--- config.mk ---
export PLATFORM = sky130hd
export DESIGN_NAME = mem_arbiter
export DESIGN_NICKNAME = d
export VERILOG_FILES = /design/src/rtl/cpu_pkg.sv /design/src/rtl/mem_arbiter.sv
export SDC_FILE = /design/constraint.sdc
export NUM_CORES = 1
export LEC_CHECK = 0
export CAP_MARGIN = 40
export CORE_AREA = 2 2 106 108
export CTS_BUF_LIST = sky130_fd_sc_hd__clkbuf_16
export CTS_CLUSTER_SIZE = 14
export DETAILED_ROUTE_END_ITERATION = 6
export DIE_AREA = 0 0 108 110
export DONT_BUFFER_PORTS = 1
export PLACE_DENSITY = 0.3
export SYNTH_ARGS = -nofsm -noshare
export SYNTH_HDL_FRONTEND = slang
export SYNTH_SLANG_ARGS = --single-unit
--- constraint.sdc ---
create_clock -name clk -period 1.75 [get_ports clk]
set_clock_uncertainty 0.2 [all_clocks]
set_input_delay 0.35 -clock clk [delete_from_list [all_inputs] [get_ports clk]]
set_output_delay 0.35 -clock clk [all_outputs]
set_load 0.05 [all_outputs]
--- src/rtl/cpu_pkg.sv ---
// ----------------------------------------------------------------------------
// cpu_pkg
//   Shared types for the CPU memory subsystem.
//   arb_state_e : shared-memory arbiter FSM states
//   OWNER_I/D   : encoding of the requester that owns or last owned the port
// ----------------------------------------------------------------------------
package cpu_pkg;

    typedef enum logic [1:0] {
        IDLE   = 2'd0,
        BUSY_I = 2'd1,
        BUSY_D = 2'd2
    } arb_state_e;

    localparam logic OWNER_I = 1'b0;
    localparam logic OWNER_D = 1'b1;

endpackage

--- src/rtl/mem_arbiter.sv ---
// ----------------------------------------------------------------------------
// mem_arbiter
//   Shares one memory port between an instruction-fetch requester (i_*) and a
//   data requester (d_*). At most one memory transaction is outstanding; the
//   response is routed back combinationally to whichever side owns it.
//
//   Build option: define MEM_ARB_RR_EN for strict alternation on contention;
//   without it the data side always wins a tie.
//
// Ports
//   clk, rst_n                       clock, async active-low reset
//   i_req_i, i_addr_i                fetch request (held until i_gnt_o)
//   i_gnt_o, i_rvalid_o, i_rdata_o   fetch accept / response
//   d_req_i, d_we_i, d_addr_i,
//   d_wdata_i, d_be_i                data request (held until d_gnt_o)
//   d_gnt_o, d_rvalid_o, d_rdata_o   data accept / response
//   mem_req_o, mem_we_o, mem_addr_o,
//   mem_wdata_o, mem_be_o            shared memory request
//   mem_gnt_i, mem_rvalid_i,
//   mem_rdata_i                      memory accept / response
// ----------------------------------------------------------------------------
module mem_arbiter
    import cpu_pkg::*;
#(
    parameter int AW = 32,
    parameter int DW = 32
) (
    input  logic            clk,
    input  logic            rst_n,

    input  logic            i_req_i,
    input  logic [AW-1:0]   i_addr_i,
    output logic            i_gnt_o,
    output logic            i_rvalid_o,
    output logic [DW-1:0]   i_rdata_o,

    input  logic            d_req_i,
    input  logic            d_we_i,
    input  logic [AW-1:0]   d_addr_i,
    input  logic [DW-1:0]   d_wdata_i,
    input  logic [DW/8-1:0] d_be_i,
    output logic            d_gnt_o,
    output logic            d_rvalid_o,
    output logic [DW-1:0]   d_rdata_o,

    output logic            mem_req_o,
    output logic            mem_we_o,
    output logic [AW-1:0]   mem_addr_o,
    output logic [DW-1:0]   mem_wdata_o,
    output logic [DW/8-1:0] mem_be_o,
    input  logic            mem_gnt_i,
    input  logic            mem_rvalid_i,
    input  logic [DW-1:0]   mem_rdata_i
);

    arb_state_e state_q, state_d;
    logic       last_owner_q, last_owner_d;
    logic       sel;
    logic       idle;

    // rst_n is folded in so mem_req_o and the grants stay low while reset is
    // held, even though the requesters may already be asserting.
    assign idle = rst_n && (state_q == IDLE);

    // Requester selection and the combinational request mux.
    always_comb begin
        sel = OWNER_I;
        if (i_req_i && d_req_i) begin
`ifdef MEM_ARB_RR_EN
            sel = ~last_owner_q;
`else
            sel = OWNER_D;
`endif
        end else if (d_req_i) begin
            sel = OWNER_D;
        end

        mem_req_o = idle && (i_req_i || d_req_i);

        if (sel == OWNER_D) begin
            mem_we_o    = d_we_i;
            mem_addr_o  = d_addr_i;
            mem_wdata_o = d_wdata_i;
            mem_be_o    = d_be_i;
        end else begin
            mem_we_o    = 1'b0;
            mem_addr_o  = i_addr_i;
            mem_wdata_o = '0;
            mem_be_o    = '1;
        end

        i_gnt_o = mem_req_o && mem_gnt_i && (sel == OWNER_I);
        d_gnt_o = mem_req_o && mem_gnt_i && (sel == OWNER_D);
    end

    // Next state and response routing. A response arriving while IDLE (e.g.
    // one orphaned by reset) falls through to the defaults and is dropped.
    always_comb begin
        state_d      = state_q;
        last_owner_d = last_owner_q;
        i_rvalid_o   = 1'b0;
        d_rvalid_o   = 1'b0;
        i_rdata_o    = '0;
        d_rdata_o    = '0;

        unique case (state_q)
            IDLE: begin
                if (mem_req_o && mem_gnt_i) begin
                    state_d      = (sel == OWNER_D) ? BUSY_D : BUSY_I;
                    last_owner_d = sel;
                end
            end
            BUSY_I: begin
                if (mem_rvalid_i) begin
                    state_d    = IDLE;
                    i_rvalid_o = 1'b1;
                    i_rdata_o  = mem_rdata_i;
                end
            end
            BUSY_D: begin
                if (mem_rvalid_i) begin
                    state_d    = IDLE;
                    d_rvalid_o = 1'b1;
                    d_rdata_o  = mem_rdata_i;
                end
            end
            default: state_d = IDLE;
        endcase
    end

    always_ff @(posedge clk or negedge rst_n) begin
        if (!rst_n) begin
            state_q      <= IDLE;
            last_owner_q <= OWNER_D;
        end else begin
            state_q      <= state_d;
            last_owner_q <= last_owner_d;
        end
    end

endmodule

==> metrics.md, run 1 <==
| Metric | Value |
|---|---|
| CTS tree | done |
| Global Route Usage Sum | 0.1157 |
| Final Net Count | 365 |
| Mapped Avg Cell Area | 7.293 um2 |
| Met2 Usage GRT | 0.2300 |
| CP startpoint kind | flop |
| Die Y | 110 um |
| Crit end category | output port |
| DIE WIDTH | 108 um |
| Tcrit/Tclk final | 1.124 |
| Syn nets | 317 |
| Total clock sinks | 2 |
| Final Power | 2.603 mW |
| Vias/cell | 4.402 |
| Final Hold Vio Count | 0 |
| Cell Pwr Density | 902.9 mW/mm2 |
| R2R setup slack | 0.06 ns |
| Sequential area share after synthesis | 0.03922 |
| Design area | 0.002883 mm2 |
| Max-slew headroom | 0.6552 |
| Min-delay worst type | input port to flop |
| Reg2reg path depth | 6 |
| Drt total wl | 7819 um |
| Clk_lat worst skew | 0.23 ns |
| Initial Utilization | 0.1193 |
| Crit path DAT | 1.42 ns |
| Crit Reg-Reg Startpoint | state_q[0] |
| Cell area after synthesis | 0.001276 mm2 |
| Least-Margin Pin Slew | 0.5209 ns |
| Top reg by flops | state_q |
| Top Registers | state_q (2) |
| Leak | 1.081 nW |
| Failing checks | setup timing |
| M1 GR Usage | 0.1205 |
| Vias post-DR | 1589 |
| Max frequency | 0.5084 GHz |
| Final slew viol count | 0 |
| Register area | 50.05 um2 |
| Die area | 0.01188 mm2 |
| Num CTS Buffers | 3 |
| Clock slew at the register clock pins of the worst setup and hold paths | 0.03 ns |
| CP max FO | 8 |
| Fill cell count | 1139 |
| CTS Buffer Depth | 2 |
| Hold Path Origin | d_req_i |
| Status | finished with violations |
| HPWL Detailed | 6212 um |
| Post-synth cell types | 22 |
| Setup-failing EPs final | 69 |
| ANT cells | 0 |
| First-pass GRT wire length | 10050 um |
| Final min period | 1.967 ns |
| Num rows | 38 |
| Max reg flops | 2 |
| Gr busiest metal | met2 |
| Hold endpoint | state_q[0] |
| Port bufs | 0 |
| Share of cells above drive strength 1 | 0.7828 |
| Util after Layout | 0.2695 |
| Post-route setup slack | -0.2170 ns |
| Synthesis-to-finish area growth | 125.9% |
| Placement Cell Area | 0.002435 mm2 |
| FF+latch count, synth | 2 |
| Final ANT Viol Nets | 0 |
| H-Tree Depth | 1 |
| WS Path Type | flop to output port |
| Hold depth | 2 |
| Met3 usage | 0.03527 |
| Initial antenna violation count | 1 |
| WL/cell | 21.66 um |
| Worst EP required | 1.20 ns |
| Largest net degree at the start of global routing | 75 |
| Routability Congestion | 0.8051 |
| RSZ-0062 raised after global routing | yes |
| GRT overflow | 0 |
| Ys Warns | 0 |
| Initial DRC count | 57 |
| Drt pass-1 iters | 4 |
| Ports | 277 |
| Maxcap violations | 0 |
| R2r endpoint | state_q[0] |
| Mapped Cells | 175 |
| Vias in the first global route | 1577 |
| DRC Markers | 0 |
| Core Area | 0.01070 mm2 |
| Worst VDD drop | 0.3376 mV |
| CTS root buf | clkbuf_16 |
| Multi-input logic area | 0.001515 mm2 |
==> cell usage in the layout (no fill, tap or decap), types with 2 or more instances in the layout <==
cell type  count
buf_16         3
inv_2          2
buf_12        41
mux2_2        32
dfrtp_1        2
ha_4           3
and2_4         2
buf_4         18
and2_1        33
clkbuf_16      3
nand2b_1       4
nand3_1        2
and3_4        64
==> final cells by class <==
type	instances	share of cell area
repair buffers	64	0.3676
well taps	140	0.06076
multi-input cells	150	0.5256
clock buffers	3	0.02604
flip-flops and latches	2	0.01736
inverters	2	0.002604
==> power by group <==
part	internal [mW]	leakage [nW]	total (mW)	switching, mW
clock network	0.292	0.0370	0.353	0.0616
logic	0.879	1.02	2.18	1.30
registers	0.0600	0.0266	0.0717	0.0117
total	1.23	1.08	2.60	1.37
==> layer usage <==
layer,routed length [um],vias up,share of wire
met3,875,6,0.11
li1,-,720,-
met5,0,-,0
met4,57,0,0.0073
met2,4274,155,0.55
met1,2611,708,0.33
==> stage by stage <==
| step | cells | hold slack [ns] | setup TNS [ns] | worst slack, ns |
|---|---|---|---|---|
| after global placement | 348 | -0.1450 | -0.3321 | -0.02506 |
| after floorplan | 175 | -0.1456 | -1.216 | -0.09865 |
| final | 361 | 0.1513 | -12.98 | -0.2170 |
| after CTS | 360 | 0.1585 | -14.16 | -0.2492 |
| after detailed placement | 348 | -0.1450 | -0.9322 | -0.03771 |
| after global routing | 361 | 0.1605 | -15.82 | -0.2664 |
==> cell usage after synthesis <==
master / number / share of area
and3_1: 64 / 0.31
nand3b_1: 1 / 0.0059
ha_1: 3 / 0.029
or3_1: 1 / 0.0049
nor2b_1: 1 / 0.0049
o2111ai_2: 1 / 0.012
nand2b_1: 4 / 0.020
mux2_1: 11 / 0.097
nand3_1: 2 / 0.0078
a21oi_1: 1 / 0.0039
and2_1: 35 / 0.17
o211a_1: 1 / 0.0078
inv_1: 2 / 0.0059
mux2_2: 21 / 0.19
nand2_1: 1 / 0.0029
buf_4: 3 / 0.018
buf_2: 3 / 0.012
clkbuf_1: 15 / 0.044
and4_2: 1 / 0.0078
dfrtp_1: 2 / 0.039
nor2_1: 1 / 0.0029
o21ai_1: 1 / 0.0039
==> kinds of logic (layout without fill, tap and decap cells) <==
logic type	count (synthesis)	in the layout	share of synthesized area
buffers and inverters	23	69	0.07941
AOI/OAI and AO/OA	4	4	0.02744
DFF	2	2	0.03922
and+or+nand+nor	111	111	0.5422
muxes	32	32	0.2824
adders and majority gates	3	3	0.02941
==> worst max-delay path by stage <==
stage               startpoint             to
floorplan           state_q[1]  i_rdata_o[21]
global placement    state_q[1]  i_rdata_o[31]
detailed placement  state_q[0]  d_rdata_o[31]
CTS                 state_q[0]  i_rdata_o[21]
global route        state_q[0]  d_rdata_o[22]
finish              state_q[0]  i_rdata_o[14]
==> critical path, stage by stage (launching register included) <==
cell and delay [ns]:
dfrtp_1 0.40, buf_6 0.13, ha_4 0.17, buf_12 0.13
buf_16 0.13, and3_4 0.22
==> what timing repair did <==
| action | CTS | global route |
|---|---|---|
| setup buffers | 5 | 1 |
| gates resized for setup | 42 | 15 |
| hold endpoints to repair | 2 | 0 |
| pin swaps | 14 | 23 |
| hold buffers | 1 | 0 |
| cloned | 3 | 0 |
| setup endpoints to repair | 70 | 70 |
(Power assumes the default switching activity.)
==> run 2: changes to the inputs <==
--- a/config.mk
+++ b/config.mk
@@ -12,7 +12,7 @@
 export DETAILED_ROUTE_END_ITERATION = 6
 export DIE_AREA = 0 0 108 110
 export DONT_BUFFER_PORTS = 1
-export PLACE_DENSITY = 0.3
+export PLACE_DENSITY_LB_ADDON = 0.05
 export SYNTH_ARGS = -nofsm -noshare
 export SYNTH_HDL_FRONTEND = slang
 export SYNTH_SLANG_ARGS = --single-unit
==> metrics.md, run 2 (synthesis gave the netlist of run 1 again) <==
| Metric | Value |
|---|---|
| Fill cell count | 1134 (-0.44%) |
| Reg2reg path depth | 7 (+1) |
| Hold Path Origin | d_req_i |
| Crit Reg-Reg Startpoint | state_q[0] |
| Min-delay worst type | input port to flop |
| Final ANT Viol Nets | 0 (unchanged) |
| H-Tree Depth | 1 (unchanged) |
| Maxcap violations | 0 (unchanged) |
| Multi-input logic area | 0.001493 mm2 (-1.5%) |
| CP startpoint kind | flop |
| R2r endpoint | state_q[0] |
| Drt pass-1 iters | 4 (unchanged) |
| Sw Share | 0.5264 (-0.0007462) |
| HPWL Detailed | 5682 um (-8.5%) |
| Final slew viol count | 0 (unchanged) |
| Setup_tns | -12.91 ns (+0.06450 ns) |
| Clock slew at the register clock pins of the worst setup and hold paths | 0.03 ns (about the same) |
| First-pass GRT wire length | 9646 um (-4.0%) |
| Global Route Usage Sum | 0.1037 (-0.01199) |
| Vias in the first global route | 1646 (+4.4%) |
| Vias/cell | 4.426 (+0.55%) |
| Status | finished with violations |
| Comb pwr share | 0.837 (about the same) |
| Synthesis-to-finish area growth | 124.6% |
| Ports | 277 (unchanged) |
| Util after Layout | 0.2680 (-0.001521) |
| DIE WIDTH | 108 um (unchanged) |
| Initial Utilization | 0.1193 (unchanged) |
| CTS Buffer Depth | 2 (unchanged) |
| WL met1 | 2225 um (-15%) |
| DRC Markers | 0 (unchanged) |
| Crit path DAT | 1.43 ns (about the same) |
| Clock power frac | 0.132 (-0.004) |
| Share of cells above drive strength 1 | 0.7870 (+0.004232) |
| WS Path Type | flop to output port |
| Largest net degree at the start of global routing | 75 (unchanged) |
| Max reg flops | 2 (unchanged) |
| Tcrit/Tclk final | 1.132 (+0.007750) |
| Cell Pwr Density | 891.5 mW/mm2 (-1.3%) |
| Failing checks | setup timing |
| Commonest non-fill, non-tap cell in the layout | and3_4 |
| Clk_lat worst skew | 0.22 ns (about the same) |
| R2R setup slack | 0 ns (-0.06 ns) |
| Crit path from | state_q[1] |
| RSZ-0062 raised after global routing | yes |
| Final Net Count | 360 (-1.4%) |
| Top Metal Used | met3 |
| Leak | 1.074 nW (-0.62%) |
| Worst VDD drop | 0.5048 mV (+50%) |
| Vias post-DR | 1580 (-0.57%) |
| P_int | 1.210 mW (-1.7%) |
| Num CTS Buffers | 3 (unchanged) |
| Worst EP required | 1.20 ns (about the same) |
| Num rows | 38 (unchanged) |
| Setup-failing EPs final | 69 (unchanged) |
| CP max FO | 8 (unchanged) |
| Die Y | 110 um (unchanged) |
| Port bufs | 0 (unchanged) |
| Total clock sinks | 2 (unchanged) |
| Fin Hold WS | 0.1383 ns (-0.01304 ns) |
| Crit end category | output port |
| Worst Setup EP | i_rdata_o[25] |
| Top Registers | state_q (2) |
| Max-slew headroom | 0.6468 (-0.008333) |
| Metal2 WL | 4126 um (-3.5%) |
| Routability Congestion | 0.7122 (-12%) |
| Dpl cells | 346 (-0.57%) |
| Finished Layout Cells | 357 (-1.1%) |
| Sw power | 1.345 mW (-2.0%) |
| Design area | 0.002867 mm2 (-0.56%) |
| Initial antenna violation count | 0 (-1) |
| WL/cell | 20.14 um (-7.0%) |
| Least-Margin Pin Slew | 0.5319 ns (+0.01104 ns) |
| Wire length on met3 | 840 um (-4.0%) |
| Most frequent cells in the layout | and3_4 (57), buf_12 (46), and2_1 (33) |
| GRT overflow | 0 (unchanged) |
| Die area | 0.01188 mm2 (unchanged) |
| Final min period | 1.981 ns (+0.01356 ns) |
| Final Power | 2.556 mW (-1.8%) |
| Max frequency | 0.5049 GHz (-0.68%) |
| Top reg by flops | state_q |
| CTS tree | done |
| Final Hold Vio Count | 0 (unchanged) |
| Post-route setup slack | -0.2305 ns (-0.01356 ns) |
| Placement Cell Area | 0.002470 mm2 (+1.4%) |
| Dpl ws | -0.09513 ns (-0.05742 ns) |
| Core Area | 0.01070 mm2 (unchanged) |
| Sequential power share | 0.031 (+0.003) |
| Initial DRC count | 52 (-8.8%) |
| Drt total wl | 7191 um (-8.0%) |
| Register area | 51.30 um2 (+2.5%) |
| CTS root buf | clkbuf_16 |
==> run 2: cell types whose count changed in the layout (fill, tap and decap cells not counted), moves of 2 or more <==
| cell | previous run | this run |
|---|---|---|
| buf_16 | 3 | 1 |
| and3_2 | 0 | 7 |
| buf_4 | 18 | 9 |
| and3_4 | 64 | 57 |
| buf_12 | 41 | 46 |
==> run 2: worst min-delay path by stage <==
stage                 endpoint  cells after the start  slack, ns
global route        state_q[0]                      2       0.14
global placement    state_q[0]                      0      -0.15
detailed placement  state_q[0]                      0      -0.15
finish              state_q[0]                      2       0.14
floorplan           state_q[0]                      0      -0.15
CTS                 state_q[0]                      2       0.14
==> run 2: area by class of cell <==
type / instances / share of cell area
Clock buffer: 3 / 0.02619
Multi-Input combinational cell: 150 / 0.5207
Timing Repair Buffer: 59 / 0.3706
Tap cell: 140 / 0.06111
Antenna cell: 1 / 0.0008730
Sequential cell: 2 / 0.01790
Inverter: 2 / 0.002619
==> run 2: critical path: stages, from the launching register on <==
cell       delay [ns]
dfrtp_1          0.40
inv_2            0.09
ha_4             0.21
clkbuf_16        0.18
and3_4           0.19
buf_12           0.13
==> run 2: what timing repair did <==
item                                   CTS  global route
gates cloned                             3             1
setup buffers                            4             0
pin swaps                               20            13
resized for setup                       36            16
endpoints found under the hold margin    2             0
setup endpoints to repair               70            71
hold buffers                             1             0
==> run 2: power by group through the flow <==
stage / clock network (mW) / registers [mW] / logic [mW]
6_report: 0.339 / 0.0790 / 2.14
5_1_grt: 0.357 / 0.0821 / 2.21
4_1_cts: 0.345 / 0.0783 / 2.17
3_5_place_dp: 0 / 0.0700 / 1.82
3_3_place_gp: 0 / 0.0679 / 1.82
2_1_floorplan: 0 / 0.0686 / 1.31
==> run 2: routing by layer <==
metal,GRT usage,vias up
li1,-,706
met1,0.09373,724
met2,0.2251,150
met3,0.03527,0
met4,0.01007,0
met5,0,-
